<file path="config.mk">
export PLATFORM = sky130hd
export DESIGN_NAME = usb_tx_sequencer_flat
export DESIGN_NICKNAME = d
export VERILOG_FILES = /design/src/rtl/usb_tx_sequencer_if.sv /design/src/rtl/usb_tx_sequencer.sv /design/src/flat_wrapper.sv
export SDC_FILE = /design/constraint.sdc
export NUM_CORES = 1
export LEC_CHECK = 0
export BUFFER_PORTS_ARGS = -buffer_cell sky130_fd_sc_hd__buf_2
export CAP_MARGIN = 20
export CORE_MARGIN = 2
export CORE_UTILIZATION = 45
export DETAILED_ROUTE_END_ITERATION = 10
export GPL_ROUTABILITY_DRIVEN = 0
export PLACE_DENSITY = 0.72
export SKIP_CTS_REPAIR_TIMING = 1
export SYNTH_ARGS = -nofsm -noshare
export SYNTH_HDL_FRONTEND = slang
export SYNTH_SLANG_ARGS = --single-unit
</file>
<file path="constraint.sdc">
create_clock -name clk -period 2.05 [get_ports clk]
set_clock_uncertainty 0.05 [all_clocks]
set_input_delay 0.41 -clock clk [delete_from_list [all_inputs] [get_ports clk]]
set_output_delay 0.41 -clock clk [all_outputs]
set_load 0.005 [all_outputs]
</file>
<file path="src/rtl/usb_tx_sequencer_if.sv">
// Request/serializer/compiler signal bundle for the USB TX sequencer.
// master: protocol side + serializer pulses; slave: the sequencer itself.
interface usb_tx_sequencer_if;
   localparam int unsigned PID_W   = 4;
   localparam int unsigned LEN_W   = 7;
   localparam int unsigned STATE_W = 3;

   logic               tx_start;
   logic [PID_W-1:0]   pID;
   logic [LEN_W-1:0]   Buffer_Occupancy;
   logic               byte_sent;
   logic               eop_done;
   logic [STATE_W-1:0] c_state_TX;
   logic               Get_TX_Packet_Data;
   logic               TX_Transfer_Active;
   logic               tx_done;
   logic               TX_Error;
   logic [LEN_W-1:0]   bytes_left;

   modport master (
      output tx_start, pID, Buffer_Occupancy, byte_sent, eop_done,
      input  c_state_TX, Get_TX_Packet_Data, TX_Transfer_Active, tx_done, TX_Error, bytes_left
   );

   modport slave (
      input  tx_start, pID, Buffer_Occupancy, byte_sent, eop_done,
      output c_state_TX, Get_TX_Packet_Data, TX_Transfer_Active, tx_done, TX_Error, bytes_left
   );
endinterface

</file>
<file path="src/rtl/usb_tx_sequencer.sv">
// USB TX control FSM: sequences SYNC/PID/DATA/CRC/EOP and pops payload bytes.
// Optional per-state watchdog enabled by defining TX_TIMEOUT_EN.
module usb_tx_sequencer #(
   parameter int unsigned MAX_PAYLOAD = 64
`ifdef TX_TIMEOUT_EN
   , parameter int unsigned TIMEOUT_CYCLES = 1024
`endif
) (
   input logic               clk,
   input logic               rst,
   usb_tx_sequencer_if.slave bus
);
   localparam int unsigned LEN_W = 7;
   localparam int unsigned PID_W = 4;

   localparam logic [PID_W-1:0] PID_DATA0 = 4'b0011;
   localparam logic [PID_W-1:0] PID_DATA1 = 4'b1011;
   localparam logic [PID_W-1:0] PID_ACK   = 4'b0010;
   localparam logic [PID_W-1:0] PID_NAK   = 4'b1010;
   localparam logic [PID_W-1:0] PID_STALL = 4'b1110;

   // Encodings match the compiler's c_state_TX values so the register drives it directly.
   typedef enum logic [2:0] {
      IDLE = 3'd0,
      SYNC = 3'd1,
      PID  = 3'd2,
      EOP  = 3'd3,
      DATA = 3'd4,
      CRC  = 3'd5
   } state_t;

   state_t           state, state_next;
   logic [LEN_W-1:0] bytes_left, bytes_left_next;
   logic             is_data, is_data_next;
   logic             crc_cnt, crc_cnt_next;
   logic             pop, pop_next;
   logic             done, done_next;
   logic             err, err_next;
   logic             active;
   logic             timeout_c;

`ifdef TX_TIMEOUT_EN
   localparam int unsigned WD_W = $clog2(TIMEOUT_CYCLES);
   localparam logic [WD_W-1:0] WD_LIMIT = WD_W'(TIMEOUT_CYCLES - 1);

   logic [WD_W-1:0] wd;

   // Event in the current state takes priority over an expiring watchdog.
   assign timeout_c = (state != IDLE) && (wd == WD_LIMIT) && !bus.byte_sent &&
                      !((state == EOP) && bus.eop_done);

   always_ff @(posedge clk) begin
      if (rst) begin
         wd <= '0;
      end else if ((state == IDLE) || (state_next != state) || bus.byte_sent) begin
         wd <= '0;
      end else begin
         wd <= wd + WD_W'(1);
      end
   end
`else
   assign timeout_c = 1'b0;
`endif

   // Next-state and registered-output decode.
   always_comb begin
      state_next      = state;
      bytes_left_next = bytes_left;
      is_data_next    = is_data;
      crc_cnt_next    = crc_cnt;
      pop_next        = 1'b0;
      done_next       = 1'b0;
      err_next        = 1'b0;

      unique case (state)
         IDLE: begin
            if (bus.tx_start) begin
               if ((bus.pID == PID_DATA0) || (bus.pID == PID_DATA1)) begin
                  if (32'(bus.Buffer_Occupancy) > MAX_PAYLOAD) begin
                     err_next = 1'b1;
                  end else begin
                     state_next      = SYNC;
                     is_data_next    = 1'b1;
                     bytes_left_next = bus.Buffer_Occupancy;
                  end
               end else if ((bus.pID == PID_ACK) || (bus.pID == PID_NAK) ||
                            (bus.pID == PID_STALL)) begin
                  state_next      = SYNC;
                  is_data_next    = 1'b0;
                  bytes_left_next = '0;
               end else begin
                  err_next = 1'b1;
               end
            end
         end
         SYNC: begin
            if (bus.byte_sent) state_next = PID;
         end
         PID: begin
            if (bus.byte_sent) begin
               crc_cnt_next = 1'b0;
               if (!is_data) begin
                  state_next = EOP;
               end else if (bytes_left != '0) begin
                  state_next = DATA;
                  pop_next   = 1'b1;
               end else begin
                  state_next = CRC;
               end
            end
         end
         DATA: begin
            if (bus.byte_sent) begin
               if (bytes_left > LEN_W'(1)) pop_next = 1'b1;
               if (bytes_left != '0) bytes_left_next = bytes_left - LEN_W'(1);
               if (bytes_left <= LEN_W'(1)) begin
                  state_next   = CRC;
                  crc_cnt_next = 1'b0;
               end
            end
         end
         CRC: begin
            if (bus.byte_sent) begin
               if (crc_cnt) begin
                  state_next   = EOP;
                  crc_cnt_next = 1'b0;
               end else begin
                  crc_cnt_next = 1'b1;
               end
            end
         end
         EOP: begin
            if (bus.eop_done) begin
               state_next = IDLE;
               done_next  = 1'b1;
            end
         end
         default: state_next = IDLE;
      endcase

      if (timeout_c) begin
         state_next = IDLE;
         err_next   = 1'b1;
         done_next  = 1'b0;
         pop_next   = 1'b0;
      end
   end

   always_ff @(posedge clk) begin
      if (rst) begin
         state      <= IDLE;
         bytes_left <= '0;
         is_data    <= 1'b0;
         crc_cnt    <= 1'b0;
         pop        <= 1'b0;
         done       <= 1'b0;
         err        <= 1'b0;
         active     <= 1'b0;
      end else begin
         state      <= state_next;
         bytes_left <= bytes_left_next;
         is_data    <= is_data_next;
         crc_cnt    <= crc_cnt_next;
         pop        <= pop_next;
         done       <= done_next;
         err        <= err_next;
         active     <= (state_next != IDLE);
      end
   end

   assign bus.c_state_TX         = state;
   assign bus.Get_TX_Packet_Data = pop;
   assign bus.TX_Transfer_Active = active;
   assign bus.tx_done            = done;
   assign bus.TX_Error           = err;
   assign bus.bytes_left         = bytes_left;
endmodule

</file>
<file path="src/flat_wrapper.sv">
// flat-port wrapper written by rule: the top's interface ports become plain ports
module usb_tx_sequencer_flat 
#(
   parameter int unsigned MAX_PAYLOAD = 64

)
  (clk, rst, bus_tx_start, bus_pID, bus_Buffer_Occupancy, bus_byte_sent, bus_eop_done, bus_c_state_TX, bus_Get_TX_Packet_Data, bus_TX_Transfer_Active, bus_tx_done, bus_TX_Error, bus_bytes_left);
  usb_tx_sequencer_if bus_i ();
  input logic clk;
  input logic rst;
  input wire logic [$bits(bus_i.tx_start)-1:0] bus_tx_start;
  input wire logic [$bits(bus_i.pID)-1:0] bus_pID;
  input wire logic [$bits(bus_i.Buffer_Occupancy)-1:0] bus_Buffer_Occupancy;
  input wire logic [$bits(bus_i.byte_sent)-1:0] bus_byte_sent;
  input wire logic [$bits(bus_i.eop_done)-1:0] bus_eop_done;
  output wire logic [$bits(bus_i.c_state_TX)-1:0] bus_c_state_TX;
  output wire logic [$bits(bus_i.Get_TX_Packet_Data)-1:0] bus_Get_TX_Packet_Data;
  output wire logic [$bits(bus_i.TX_Transfer_Active)-1:0] bus_TX_Transfer_Active;
  output wire logic [$bits(bus_i.tx_done)-1:0] bus_tx_done;
  output wire logic [$bits(bus_i.TX_Error)-1:0] bus_TX_Error;
  output wire logic [$bits(bus_i.bytes_left)-1:0] bus_bytes_left;
  assign bus_i.tx_start = bus_tx_start;
  assign bus_i.pID = bus_pID;
  assign bus_i.Buffer_Occupancy = bus_Buffer_Occupancy;
  assign bus_i.byte_sent = bus_byte_sent;
  assign bus_i.eop_done = bus_eop_done;
  assign bus_c_state_TX = bus_i.c_state_TX;
  assign bus_Get_TX_Packet_Data = bus_i.Get_TX_Packet_Data;
  assign bus_TX_Transfer_Active = bus_i.TX_Transfer_Active;
  assign bus_tx_done = bus_i.tx_done;
  assign bus_TX_Error = bus_i.TX_Error;
  assign bus_bytes_left = bus_i.bytes_left;
  usb_tx_sequencer #(.MAX_PAYLOAD(MAX_PAYLOAD)) u_core (.clk(clk), .rst(rst), .bus(bus_i));
endmodule
</file>
==> results.md <==
- Yosys top cell by area: dfxtp_1
- N_diodes: 0
- Slew margin rel.: 0.641
- Synth Area in XOR/XNOR: 0.0353
- Slew Limit Fails: 0
- Vias in the first global route: 1108
- DIE AREA: 2600 um2
- Area after DPL: roughly 1300 um2
- Congestion Overflow GR: 0
- Drt first pass iters: 4
- Clk root buf: clkbuf_4
- Share of the synthesized area in the top cell type: 0.323
- Clock Pin Slew Worst Setup and Hold Paths: around 100 ps
- Final core occ: 0.671
- Synth Register Bits: 16
- Most frequent cells in the layout: 29 x buf_2, 17 x a21oi_1, 17 x buf_4
- Sequential area share after synthesis: 0.323
- Post-synthesis compound-gate area fraction: 0.343
- Worst hold slack: 340 ps
- CTS tree: done
- Final worst path period share: 0.973
- Worst VDD drop: ~0.53 mV
- Fillers: approximately 180
- Post-synthesis cell type count: 37
- Status: complete, no violations
- Cell Pwr Density: approximately 700 nW/um2
- Largest net degree at the start of global routing: 17
- Hold Violations, Final: 0
- Critical path arrival: 2190 ps
- Area of the multi-input gates: between 600 and 700 um2
- Critical Path RT: around 2200 ps
- Post-layout worst setup margin: around 55 ps
- Initial antenna violation count: 0
- Wire per inst: between 10 and 15 um
- Std-Cell Core Area: just over 2000 um2
- Max cap viols: 0
- Clk Latency, worst-skew pair: a little under 300 ps
- Via count: 1201
- FF+latch area: ~320 um2
- Worst Path Max Fanout: 3
- Global-route wire length before repair: 4760 um
- Final ANT Viol Nets: 0
- Post-Synth Adder-Cell Area: 0.0378
- Placed cells: between 150 and 200
- Max Freq: 501 MHz
- Post-Syn Instances: roughly 130
- Pleak: around 0.58 nW
- Pre-CTS setup slack: -247 ps
- Commonest non-fill, non-tap cell in the layout: buf_2
- Area delta synth->final: 36.8%
- Vias per cell: approximately 5.9
- Die width: 51.0 um
- GRT met3 Usage: 0.0439
- Top Usage Layer GRT: met2
- Mapped Nets: between 100 and 150
- Layout Cells excl Fill: 202
- Crit. End Element: flop
- Largest family of logic cells by synthesized area: compound AO/OA/AOI/OAI gates
- Num ports: 30
- Initial Util: 0.491
- Met1 Use GR: 0.309
- Syn_area_per_cell: a little under 8 um2
- Die Y-Extent: 51.0 um
- Clock tree sinks: 16
- Share of cells above drive strength 1: 0.343
- Num rows: 16
- RSZ-0062 raised after global routing: false
- Nets: 195
- Fin Setup TNS: 0 ps
- Max Buffers Root-to-Sink: 2
- Kind of critical path: in -> reg
- HP Class: in -> reg
- M2 GR Usage: 0.394
- H-Tree Depth: 1
- Synthesized area: 992 um2
- Simple-gate share of the synthesized area: 0.212
- Port buffer count: 29
- Setup crit start kind: input port
- Total routed wirelength: about 2900 um
- Worst-margin pin slew: roughly 540 ps
- Multiplexer share of the synthesized area: 0
- Tot Pwr: 0.941 mW
- Initial DRC count: 45
- Final setup vio count: 0
- Design area: 1360 um2
- Min Tclk post-route: ~2000 ps
- Syn. warnings: 0
- Largest cells by area after synthesis: dfxtp_1 32%, a21oi_1 8.6%, a211oi_1 4.5%, ha_1 3.8%, nand2_1 3.8%
- Overall Global Routing Usage: 0.240
- DP HPWL: approximately 2100 um
- DRC viols: 0
- CTS buffer count: 3
## cell usage after synthesis
master and instances:
nor2_1 10, nor3b_1 1, a311oi_1 2, o21bai_1 1, nor2b_1 2, o21a_1 1
xor2_1 2, o21ai_1 1, o31a_1 1, a21oi_1 17, a31oi_1 2, or4_4 1
o311ai_1 1, or4_1 3, clkbuf_1 4, a2111oi_0 3, nand3_1 4, a2bb2oi_1 1
a31o_2 1, xnor2_1 2, o22ai_1 3, a221oi_1 2, or2_2 1, nor3_1 6
o21ai_0 3, nor4_1 2, nand2b_1 1, o31ai_1 1, a22oi_1 3, ha_1 3
nand2_1 10, dfxtp_1 16, inv_1 9, a211oi_1 6, a211o_1 1, a21oi_2 1
or3_1 1
## power by group
group / internal, mW / switching (mW)
Clock: 0.108 / 0.111
Sequential: 0.336 / 0.0310
Combinational: 0.169 / 0.185
## area by class of cell
cell class | instances | area share
Clock buffer | 4 | 0.0267
Inverter | 9 | 0.0249
Tap cell | 27 | 0.0249
Sequential cell | 16 | 0.237
Multi-Input combinational cell | 100 | 0.486
Timing Repair Buffer | 46 | 0.201
## cell families (layout without fill, tap and decap cells)
logic type,count (synthesis),count (layout)
buffers and inverters,13,59
DFF,16,16
and+or+nand+nor,42,42
adders and majority gates,3,3
AOI/OAI and AO/OA,51,51
xor gates and xnor gates,4,4
## worst max-delay path, stage by stage
cell and delay, ps:
buf_2 110, or4_1 520, o31a_1 290, o21a_1 210
or4_4 510, a21oi_2 130
## flip-flops by register name, summed over array words and instances, names as in the netlist
register and cells:
u_core.bus.c_state_TX 3, u_core.is_data 1, u_core.bus.tx_done 1, u_core.bus.bytes_left 7, u_core.bus.TX_Transfer_Active 1, u_core.bus.Get_TX_Packet_Data 1, u_core.bus.TX_Error 1, u_core.crc_cnt 1
## final timing paths
path                       startpoint  slack [ps]  cells after the start                       end
max           bus_Buffer_Occupancy[0]          50                      6  u_core.bus.bytes_left[0]
min           bus_Buffer_Occupancy[2]         340                      3  u_core.bus.bytes_left[2]
max reg2reg  u_core.bus.bytes_left[3]          60                      6  u_core.bus.bytes_left[5]
min reg2reg            u_core.crc_cnt         500                      1            u_core.crc_cnt
## routing by layer
| metal | wire [um] | vias to the layer above |
|---|---|---|
| met1 | 1270 | 552 |
| met2 | 1340 | 58 |
| met3 | 199 | 8 |
| li1 | - | 583 |
| met4 | 44 | 0 |
| met5 | 0 | - |
Note: power is estimated with default switching activity, not from simulation.
